[src/rtl/icosoc_fifo_wordpacker.sv]
// Drains a byte-wide show-ahead FIFO and packs LANES entries per output word.
// Partial words leave on flush or after an idle timeout, tagged with a lane count.
module icosoc_fifo_wordpacker #(
  parameter int WIDTH   = 8,
  parameter int LANES   = 4,
  parameter int TIMEOUT = 255
) (
  input  logic                       clk,
  input  logic                       reset,
  input  logic                       fifo_nempty,
  input  logic [WIDTH-1:0]           fifo_data,
  output logic                       fifo_pop,
  input  logic                       flush,
  output logic                       word_valid,
  input  logic                       word_ready,
  output logic [WIDTH*LANES-1:0]     word_data,
  output logic [$clog2(LANES+1)-1:0] word_bytes,
  output logic                       busy,
  output logic [15:0]                stat_words
);

  localparam int DW = WIDTH * LANES;
  localparam int FW = $clog2(LANES);
  localparam int BW = $clog2(LANES + 1);
  localparam int IW = (TIMEOUT > 0) ? $clog2(TIMEOUT + 1) : 1;

  logic [DW-1:0] r_acc;
  logic [FW-1:0] r_fill;
  logic          r_valid;
  logic [DW-1:0] r_data;
  logic [BW-1:0] r_bytes;
  logic          r_pend;
  logic [IW-1:0] r_idle;
  logic [15:0]   r_stat;

  logic          w_free;
  logic          w_last;
  logic          w_tmo;
  logic          w_part;
  logic          w_pop;
  logic          w_full;
  logic          w_load;
  logic [DW-1:0] w_acc_nx;
  logic [BW-1:0] w_bytes_nx;

  assign w_free = !r_valid || word_ready;
  assign w_last = (r_fill == FW'(LANES - 1));
  assign w_tmo  = (TIMEOUT != 0) && (r_idle == IW'(TIMEOUT));
  assign w_part = (r_pend || w_tmo) && (r_fill != '0);

  // Stall the FIFO whenever this cycle would need the output register
  assign w_pop = !reset && fifo_nempty
               && !(w_last && !w_free)
               && !(w_part && !w_free);

  assign w_full = w_pop && w_last;
  assign w_load = w_full || (w_part && w_free);

  always_comb begin
    w_acc_nx = r_acc;
    for (int i = 0; i < LANES; i++) begin
      if (w_pop && (r_fill == FW'(i))) begin
        w_acc_nx[i*WIDTH +: WIDTH] = fifo_data;
      end
    end
  end

  assign w_bytes_nx = w_full ? BW'(LANES)
                             : BW'(r_fill) + BW'(w_pop);

  always_ff @(posedge clk) begin
    if (reset) begin
      r_acc   <= '0;
      r_fill  <= '0;
      r_valid <= 1'b0;
      r_data  <= '0;
      r_bytes <= '0;
      r_pend  <= 1'b0;
      r_idle  <= '0;
      r_stat  <= '0;
    end else begin
      r_stat <= r_stat + 16'(r_valid && word_ready);

      if (w_load) begin
        r_valid <= 1'b1;
        r_data  <= w_acc_nx;
        r_bytes <= w_bytes_nx;
      end else if (word_ready) begin
        r_valid <= 1'b0;
      end

      if (w_load) begin
        r_acc  <= '0;
        r_fill <= '0;
      end else if (w_pop) begin
        r_acc  <= w_acc_nx;
        r_fill <= r_fill + FW'(1);
      end

      // A flush that lands on the completing pop needs no follow-up word
      if (w_load) begin
        r_pend <= 1'b0;
      end else if (flush && ((r_fill != '0) || w_pop)) begin
        r_pend <= 1'b1;
      end

      if (w_load || w_pop || (r_fill == '0)) begin
        r_idle <= '0;
      end else if (r_idle != IW'(TIMEOUT)) begin
        r_idle <= r_idle + IW'(1);
      end
    end
  end

  assign fifo_pop   = w_pop;
  assign word_valid = r_valid;
  assign word_data  = r_data;
  assign word_bytes = r_bytes;
  assign busy       = (r_fill != '0) || r_valid;
  assign stat_words = r_stat;

endmodule

[config.mk]
export PLATFORM = sky130hd
export DESIGN_NAME = icosoc_fifo_wordpacker
export DESIGN_NICKNAME = d
export VERILOG_FILES = /design/src/rtl/icosoc_fifo_wordpacker.sv
export SDC_FILE = /design/constraint.sdc
export NUM_CORES = 1
export LEC_CHECK = 0
export ABC_AREA = 1
export CORE_ASPECT_RATIO = 1.75
export CORE_MARGIN = 5
export CORE_UTILIZATION = 40
export CTS_CLUSTER_SIZE = 24
export DETAILED_ROUTE_END_ITERATION = 10
export PLACE_DENSITY = 0.65
export SLEW_MARGIN = 0
export SYNTH_ARGS = -nofsm -noshare
export SYNTH_HDL_FRONTEND = slang
export SYNTH_SLANG_ARGS = --single-unit
[constraint.sdc]
create_clock -name clk -period 5.4 [get_ports clk]
set_clock_uncertainty 0.1 [all_clocks]
set_input_delay 1.35 -clock clk [delete_from_list [all_inputs] [get_ports clk]]
set_output_delay 1.35 -clock clk [all_outputs]
set_load 0.02 [all_outputs]
# [After elaboration in Yosys (flattened, before gate mapping)]
# Cells that the tools add are included.
[totals] reg_bits=95 latch_bits=0 mem_bits_rw=0 rom_bits=0 inputBits=13 out_inout_bits=54 elab_cells=54 memories=0
[op_classes] addsub=4 mul=0 div=0 magnitude_cmp=0 n_eq_ne=5 shifts=0 mux=7 bitwise_logic=0 n_reduce_logical=30
[op_table] operator="8-bit 2-to-1 mux" count=4
[op_table] operator="16-bit by 1-bit adder with 16-bit output" count=1
[op_table] operator="1-bit logical AND" count=13
[op_table] operator="8-bit by 1-bit adder with 8-bit output, second input constant" count=1
[op_table] operator="8-bit == test, second input constant" count=1
[op_table] operator="8-bit inequality test, second input constant" count=1
[op_table] operator="1-bit logical OR" count=7
[op_table] operator="1-bit zero test" count=5
[op_table] operator="2-bit == test, second input constant" count=2
[op_table] operator="2-bit nonzero test" count=2
[op_table] operator="2-bit OR reduction" count=2
[op_table] operator="2-bit by 1-bit adder with 3-bit output" count=1
[op_table] operator="3-bit 2-to-1 mux" count=1
[op_table] operator="2-bit by 1-bit adder with 2-bit output, second input constant" count=1
[op_table] operator="2-bit by 1-bit == test with 1-bit output, second input constant" count=1
[op_table] operator="2-bit zero test" count=1
[op_table] operator="1-bit 2-to-1 mux" count=2

# [Logic depth before layout (Yosys ltp)]
# Gate-level depths: netlist of the first run.
[depth] depth_word=12 depth_mapped=14 ltp_nobuf=14

# [Worst setup path after synthesis of the first run]
# No wires, ideal clock.
[synth_path] path_kind="input to output" from="input reset" to="output fifo_pop" arrival_time_ns=2.296 required_ns=3.950 slack_ns=1.654 stages=7 path_buffers=2 path_cell_list="buf_2 -> inv_1 -> nand3_1 -> inv_1 -> buf_2 -> nand2_1 -> inv_1"
[synth_via] elab_chain_len=4
[synth_rtl] item="from (decl)" line="9" rtl="input logic reset,"
[synth_rtl] item="1-bit zero test" line="52" rtl="assign w_pop = !reset && fifo_nempty"
[synth_rtl] item="1-bit logical AND" line="52"
[synth_rtl] item="1-bit logical AND" line="53" rtl="&& !(w_last && !w_free)"
[synth_rtl] item="1-bit logical AND" line="54" rtl="&& !(w_part && !w_free);"
[synth_rtl] item="to (decl)" line="12" rtl="output logic fifo_pop,"
# No other way between the ends.

# [Final worst setup path of the first run]
# Ends and elaborated chain as after synthesis.

==> run summary, run 1 <==
==================================================================================
Effective utilization at floorplan                                           41.1%
Number of nets still failing antenna checks after routing                        0
Wire length of the first global-routing pass                               15.4 mm
Area of the mapped netlist                                                3920 µm²
Critical Path Fanout Max                                                        15
Number of hold buffers added after CTS                                           0
Final critical-path required period                                        4670 ps
Filler Cells Inserted                                                          991
Clock-pin slew on the worst setup and hold paths                             60 ps
Mean number of vias per cell                                                  4.98
Normalized max-slew margin                                                   65.2%
Resized Gates After CTS                                                          0
Horizontal die dimension                                                   84.8 µm
Final setup violating endpoints                                                  0
Hold Crit Class                                                         reg -> reg
Commonest non-fill, non-tap cell in the layout                        sky130_fd_sc_hd__nand2_1
Max-cap check violation count                                                    0
Register-to-Register Setup Slack                                           2120 ps
Global placer's final weighted congestion                                    0.789
Final hold violation count                                                       0
Power density relative to cell area                                     298 nW/µm²
Final antenna diode count                                                        0
Drt first-iter violations                                                      142
Remaining DRCs                                                                   0
Capture point of the worst path                                           fifo_pop
IO Port Bufs                                                                    66
Global route total overflow                                                      0
Number of post-CTS setup repair buffers                                          0
Per-cell routed wire length                                                13.0 µm
Leading cell types in the layout, fill and taps excluded              sky130_fd_sc_hd__nand2_1, sky130_fd_sc_hd__dfxtp_1, sky130_fd_sc_hd__clkdlybuf4s50_1, sky130_fd_sc_hd__a21oi_1, sky130_fd_sc_hd__nand4_1
Startpoint of the tightest hold check path                            word_data[22]
Nature of the critical path startpoint                                   input pin
Worst R2R Path Depth                                                            10
Post-detailed-placement half-perimeter wirelength                          6.63 mm
Number of distinct library cells after synthesis                                27
TritonCTS clock tree                                                          done
Data required, critical path                                               3950 ps
Final-report max-slew violation count                                            0
Worst R2R End                                                         word_data[28]
Depth of the CTS H-tree                                                          3
Synthesized Nets                                                               545
Cell count after synthesis                                                     523
Tot GR Track Use                                                             15.7%
Unrepaired setup endpoints after global routing                                 no
Detailed Route WL                                                          9.21 mm
Initial antenna violation count                                                  0
Pin slew with the least headroom to its limit                               521 ps
Pin count of the biggest net entering global routing                            45
Final TNS setup                                                               0 ps
Worst setup slack after layout                                              730 ps
Worst-skew pair later-pin latency                                           330 ps
Reg-to-reg critical path startpoint                                      r_fill[0]
Mean Syn Cell Area                                                        7.49 µm²
Drt first pass iters                                                             4
Area inside the core boundary                                             9530 µm²
Signed area change from the synthesized netlist to the final layout          26.8%
Vias after detailed routing                                                   3523
Overall power                                                            0.00148 W
Part of the Yosys area used for sequential elements                          48.6%
Worst setup startpoint                                                       reset
End-of-flow core utilization                                                 52.1%
Fmax                                                                     0.214 GHz
Final net count                                                                603
Crit path DAT                                                              3220 ps
Die Y                                                                       141 µm
Maximum clock insertion buffer count                                             2
IO Pins                                                                         67
Die area                                                                 11900 µm²
Cell chosen for the clock root                                        sky130_fd_sc_hd__clkbuf_16
Post-synthesis sequential element count                                         95
Total number of yosys warnings                                                   0
Setup slack at placement                                                    733 ps
Run status                                                            complete, no violations
Final worst path period share                                                86.5%
Share of layout cells above drive strength 1                                 5.80%
Number of placement rows                                                        47
Type of the worst setup path                                             in -> out
Static leakage power                                                       2.15 nW
Cts bufs inserted                                                                9
Number of clock sinks seen by CTS                                               95
Endpoint class of the critical path                                     output pin
Via count of the first global-routing pass                                    3473
Largest vdd supply drop                                                 0.000194 V
==================================================================================
==> through the flow <==
stage	hold WS [ps]	std cells	cell area, µm²
3_5_place_dp	338	692	4640
6_report	351	708	4970
5_1_grt	370	708	4970
2_1_floorplan	350	523	3920
3_3_place_gp	341	692	4640
4_1_cts	355	708	4970
==> cell families after synthesis <==
kind of cell | after synthesis | synth area share (%)
AND/OR/NAND/NOR | 295 | 33.0
AO/OA/AOI/OAI | 63 | 8.31
flip-flops | 95 | 48.6
XOR/XNOR | 4 | 0.895
buffers and inverters | 57 | 6.36
adder cells (fa/ha/maj) | 9 | 2.88
==> routing by layer <==
layer	up-vias	global-route usage (%)	share of wire, %
met4	0	8.26	2.7
met5	-	0	0
met2	97	28.5	54
met3	18	2.86	5.1
li1	1815	-	-
met1	1593	17.1	39
==> power breakdown <==
group	leakage, nW	switching (W)	internal [W]
combinational	1.23	0.0000540	0.0000275
clock	0.160	0.000255	0.000431
sequential	0.766	0.00000374	0.000708
total	2.15	0.000313	0.00117
==> flip-flops by register name, summed over array words and instances (netlist names) <==
name	cells
r_acc	32
word_data	32
stat_words	16
r_idle	8
word_bytes	3
r_fill	2
r_pend	1
word_valid	1
==> area by class of cell <==
| cell class | count | area (µm²) | area share (%) |
|---|---|---|---|
| Sequential cell | 95 | 1900 | 38.3 |
| Tap cell | 122 | 153 | 3.07 |
| Inverter | 33 | 124 | 2.49 |
| Multi-Input combinational cell | 371 | 1760 | 35.5 |
| Clock buffer | 13 | 260 | 5.24 |
| Timing Repair Buffer | 71 | 698 | 14.1 |
| Clock inverter | 3 | 65.1 | 1.31 |
==> synth_stat cells <==
| cell | number | area (µm²) |
|---|---|---|
| sky130_fd_sc_hd__nor2_1 | 27 | 101 |
| sky130_fd_sc_hd__buf_4 | 6 | 45.0 |
| sky130_fd_sc_hd__ha_1 | 9 | 113 |
| sky130_fd_sc_hd__buf_1 | 2 | 7.51 |
| sky130_fd_sc_hd__a31oi_1 | 1 | 6.26 |
| sky130_fd_sc_hd__buf_2 | 10 | 50.1 |
| sky130_fd_sc_hd__nand3_2 | 1 | 10.0 |
| sky130_fd_sc_hd__nor3_1 | 12 | 60.1 |
| sky130_fd_sc_hd__dfxtp_1 | 95 | 1900 |
| sky130_fd_sc_hd__nor4_1 | 1 | 6.26 |
| sky130_fd_sc_hd__o21ai_0 | 11 | 55.1 |
| sky130_fd_sc_hd__or2_2 | 4 | 25.0 |
| sky130_fd_sc_hd__a21oi_1 | 48 | 240 |
| sky130_fd_sc_hd__clkbuf_1 | 6 | 22.5 |
| sky130_fd_sc_hd__nand3_4 | 2 | 35.0 |
| sky130_fd_sc_hd__nand3b_2 | 1 | 11.3 |
| sky130_fd_sc_hd__o21a_1 | 2 | 15.0 |
| sky130_fd_sc_hd__nor2_2 | 2 | 12.5 |
| sky130_fd_sc_hd__xor2_1 | 4 | 35.0 |
| sky130_fd_sc_hd__inv_1 | 32 | 120 |
| sky130_fd_sc_hd__nand2_2 | 3 | 18.8 |
| sky130_fd_sc_hd__inv_2 | 1 | 3.75 |
| sky130_fd_sc_hd__nand2_1 | 197 | 739 |
| sky130_fd_sc_hd__nand3b_1 | 2 | 15.0 |
| sky130_fd_sc_hd__nand3_1 | 10 | 50.1 |
| sky130_fd_sc_hd__a21oi_2 | 1 | 8.76 |
| sky130_fd_sc_hd__nand4_1 | 33 | 206 |
==> how the worst min path moves through the flow <==
stage / to / slack [ps] / depth (start not counted)
floorplan: r_pend / 350 / 2
global placement: word_data[10] / 340 / 2
detailed placement: word_data[16] / 340 / 2
CTS: word_data[22] / 350 / 2
global route: word_data[31] / 370 / 2
finish: word_data[22] / 350 / 2
==> critical path, stage by stage <==
cell                              delay, ps
sky130_fd_sc_hd__clkdlybuf4s50_1        400
sky130_fd_sc_hd__buf_4                  180
sky130_fd_sc_hd__inv_1                   60
sky130_fd_sc_hd__buf_4                  190
sky130_fd_sc_hd__nand3_1                 90
sky130_fd_sc_hd__inv_1                   80
sky130_fd_sc_hd__nand2_1                110
sky130_fd_sc_hd__inv_1                  140
sky130_fd_sc_hd__clkdlybuf4s50_1        620
(Power assumes the default switching activity.)
==> run 2, diff against run 1 <==
--- a/constraint.sdc
+++ b/constraint.sdc
@@ -4,2 +4,2 @@
 set_output_delay 1.35 -clock clk [all_outputs]
-set_load 0.02 [all_outputs]
+set_load 0.01 [all_outputs]
==> run summary, run 2 (synthesized netlist as in run 1, its figures left out) <==
==================================================================================
Data required, critical path                                               3950 ps
Final-report max-slew violation count                                            0
Normalized max-slew margin                                                   64.7%
Pin count of the biggest net entering global routing                            45
Per-cell routed wire length                                                12.9 µm
Placed instance count                                                          692
Critical Path Fanout Max                                                         4
Final hold violation count                                                       0
Final antenna diode count                                                        0
Drt first-iter violations                                                      127
Worst setup startpoint                                                  word_ready
Die area                                                                 11900 µm²
Wire length of the first global-routing pass                               15.2 mm
TritonCTS clock tree                                                          done
Drt first pass iters                                                             4
Clock-pin slew on the worst setup and hold paths                             60 ps
Cell chosen for the clock root                                        sky130_fd_sc_hd__clkbuf_16
Number of hold buffers added after CTS                                           0
Horizontal die dimension                                                   84.8 µm
Max-cap check violation count                                                    0
Overall power                                                            0.00136 W
CP max-delay cell                                                     sky130_fd_sc_hd__clkdlybuf4s50_1
Via count of the first global-routing pass                                    3426
Final net count                                                                603
Static leakage power                                                       2.12 nW
Effective utilization at floorplan                                           41.1%
Mean number of vias per cell                                                  4.98
Cts bufs inserted                                                                9
Startpoint of the tightest hold check path                            word_data[16]
Endpoint class of the critical path                                     output pin
Max stage delay on crit path                                                490 ps
Worst-skew pair later-pin latency                                           330 ps
Final TNS setup                                                               0 ps
Final worst path period share                                                82.9%
Number of nets still failing antenna checks after routing                        0
Final setup violating endpoints                                                  0
Crit path DAT                                                              3030 ps
Number of clock sinks seen by CTS                                               95
Unrepaired setup endpoints after global routing                                 no
Tot GR Track Use                                                             15.7%
Share of layout cells above drive strength 1                                 5.48%
Maximum clock insertion buffer count                                             2
Largest vdd supply drop                                                 0.000168 V
Nature of the critical path startpoint                                   input pin
Run status                                                            complete, no violations
Commonest non-fill, non-tap cell in the layout                        sky130_fd_sc_hd__nand2_1
Fmax                                                                     0.223 GHz
Final Instance Count excl. Fillers                                             706
Remaining DRCs                                                                   0
Hold Crit Class                                                         reg -> reg
Type of the worst setup path                                             in -> out
Reg-to-reg critical path startpoint                                      r_fill[0]
Detailed Route WL                                                          9.09 mm
Leading cell types in the layout, fill and taps excluded              sky130_fd_sc_hd__nand2_1, sky130_fd_sc_hd__dfxtp_1, sky130_fd_sc_hd__clkdlybuf4s50_1, sky130_fd_sc_hd__a21oi_1, sky130_fd_sc_hd__nand4_1
IO Port Bufs                                                                    66
Die Y                                                                       141 µm
Initial antenna violation count                                                  0
Number of placement rows                                                        47
IO Pins                                                                         67
Vias after detailed routing                                                   3516
Number of post-CTS setup repair buffers                                          0
Signed area change from the synthesized netlist to the final layout          25.3%
Global placer's final weighted congestion                                    0.764
Pin slew with the least headroom to its limit                               529 ps
Sequence of cells on the critical path                                clkdlybuf4s50_1 -> nor2_1 -> nand2_1 -> nand3_1 -> inv_1 -> nand2_1 -> inv_1 -> clkdlybuf4s50_1
Depth of the CTS H-tree                                                          3
Global route total overflow                                                      0
Power density relative to cell area                                     277 nW/µm²
Post-detailed-placement half-perimeter wirelength                          6.48 mm
Resized Gates After CTS                                                          0
Area inside the core boundary                                             9530 µm²
Filler Cells Inserted                                                          973
Final critical-path required period                                        4480 ps
==================================================================================
run 2: power breakdown:
group | switching, W | leakage [nW] | internal, W
logic | 0.0000517 | 1.23 | 0.0000275
clock network | 0.000237 | 0.132 | 0.000331
registers | 0.00000370 | 0.766 | 0.000709
run 2: final timing paths:
| check | end | slack [ps] | cells past startpoint |
|---|---|---|---|
| worst max-delay path | fifo_pop | 920 | 8 |
| worst min-delay path | word_data[16] | 350 | 2 |
| worst max register to register | word_data[19] | 2160 | 10 |
| worst min register to register | word_data[16] | 350 | 2 |
run 2: routing by layer:
metal	track usage, %	part of all wire (%)	vias up
met2	28.6	53	77
met4	6.76	1.8	0
met1	17.1	41	1621
met3	3.79	4.0	12
li1	-	-	1806
met5	0	0	-
run 2: worst max-delay path, delay by kind of cell:
kind	cells	cell delay (ps)
buf+inv	4	1080
simple gates	4	590
run 2: area by class of cell:
class | count | area, µm² | share of cell area (%)
Tap cell | 122 | 153 | 3.11
Clock buffer | 13 | 260 | 5.30
Timing Repair Buffer | 71 | 698 | 14.2
Inverter | 33 | 124 | 2.52
Clock inverter | 1 | 5.00 | 0.102
Sequential cell | 95 | 1900 | 38.8
Multi-Input combinational cell | 371 | 1760 | 36.0
run 2: through the flow:
step | hold WS (ps) | area (µm²) | util, % | setup WS [ps]
after CTS | 354 | 4910 | 51.5 | 898
final | 352 | 4910 | 51.5 | 924
after global routing | 376 | 4910 | 51.5 | 823
after floorplan | 350 | 3920 | - | 1710
after global placement | 339 | 4640 | 48.7 | 899
after detailed placement | 338 | 4640 | 48.7 | 903
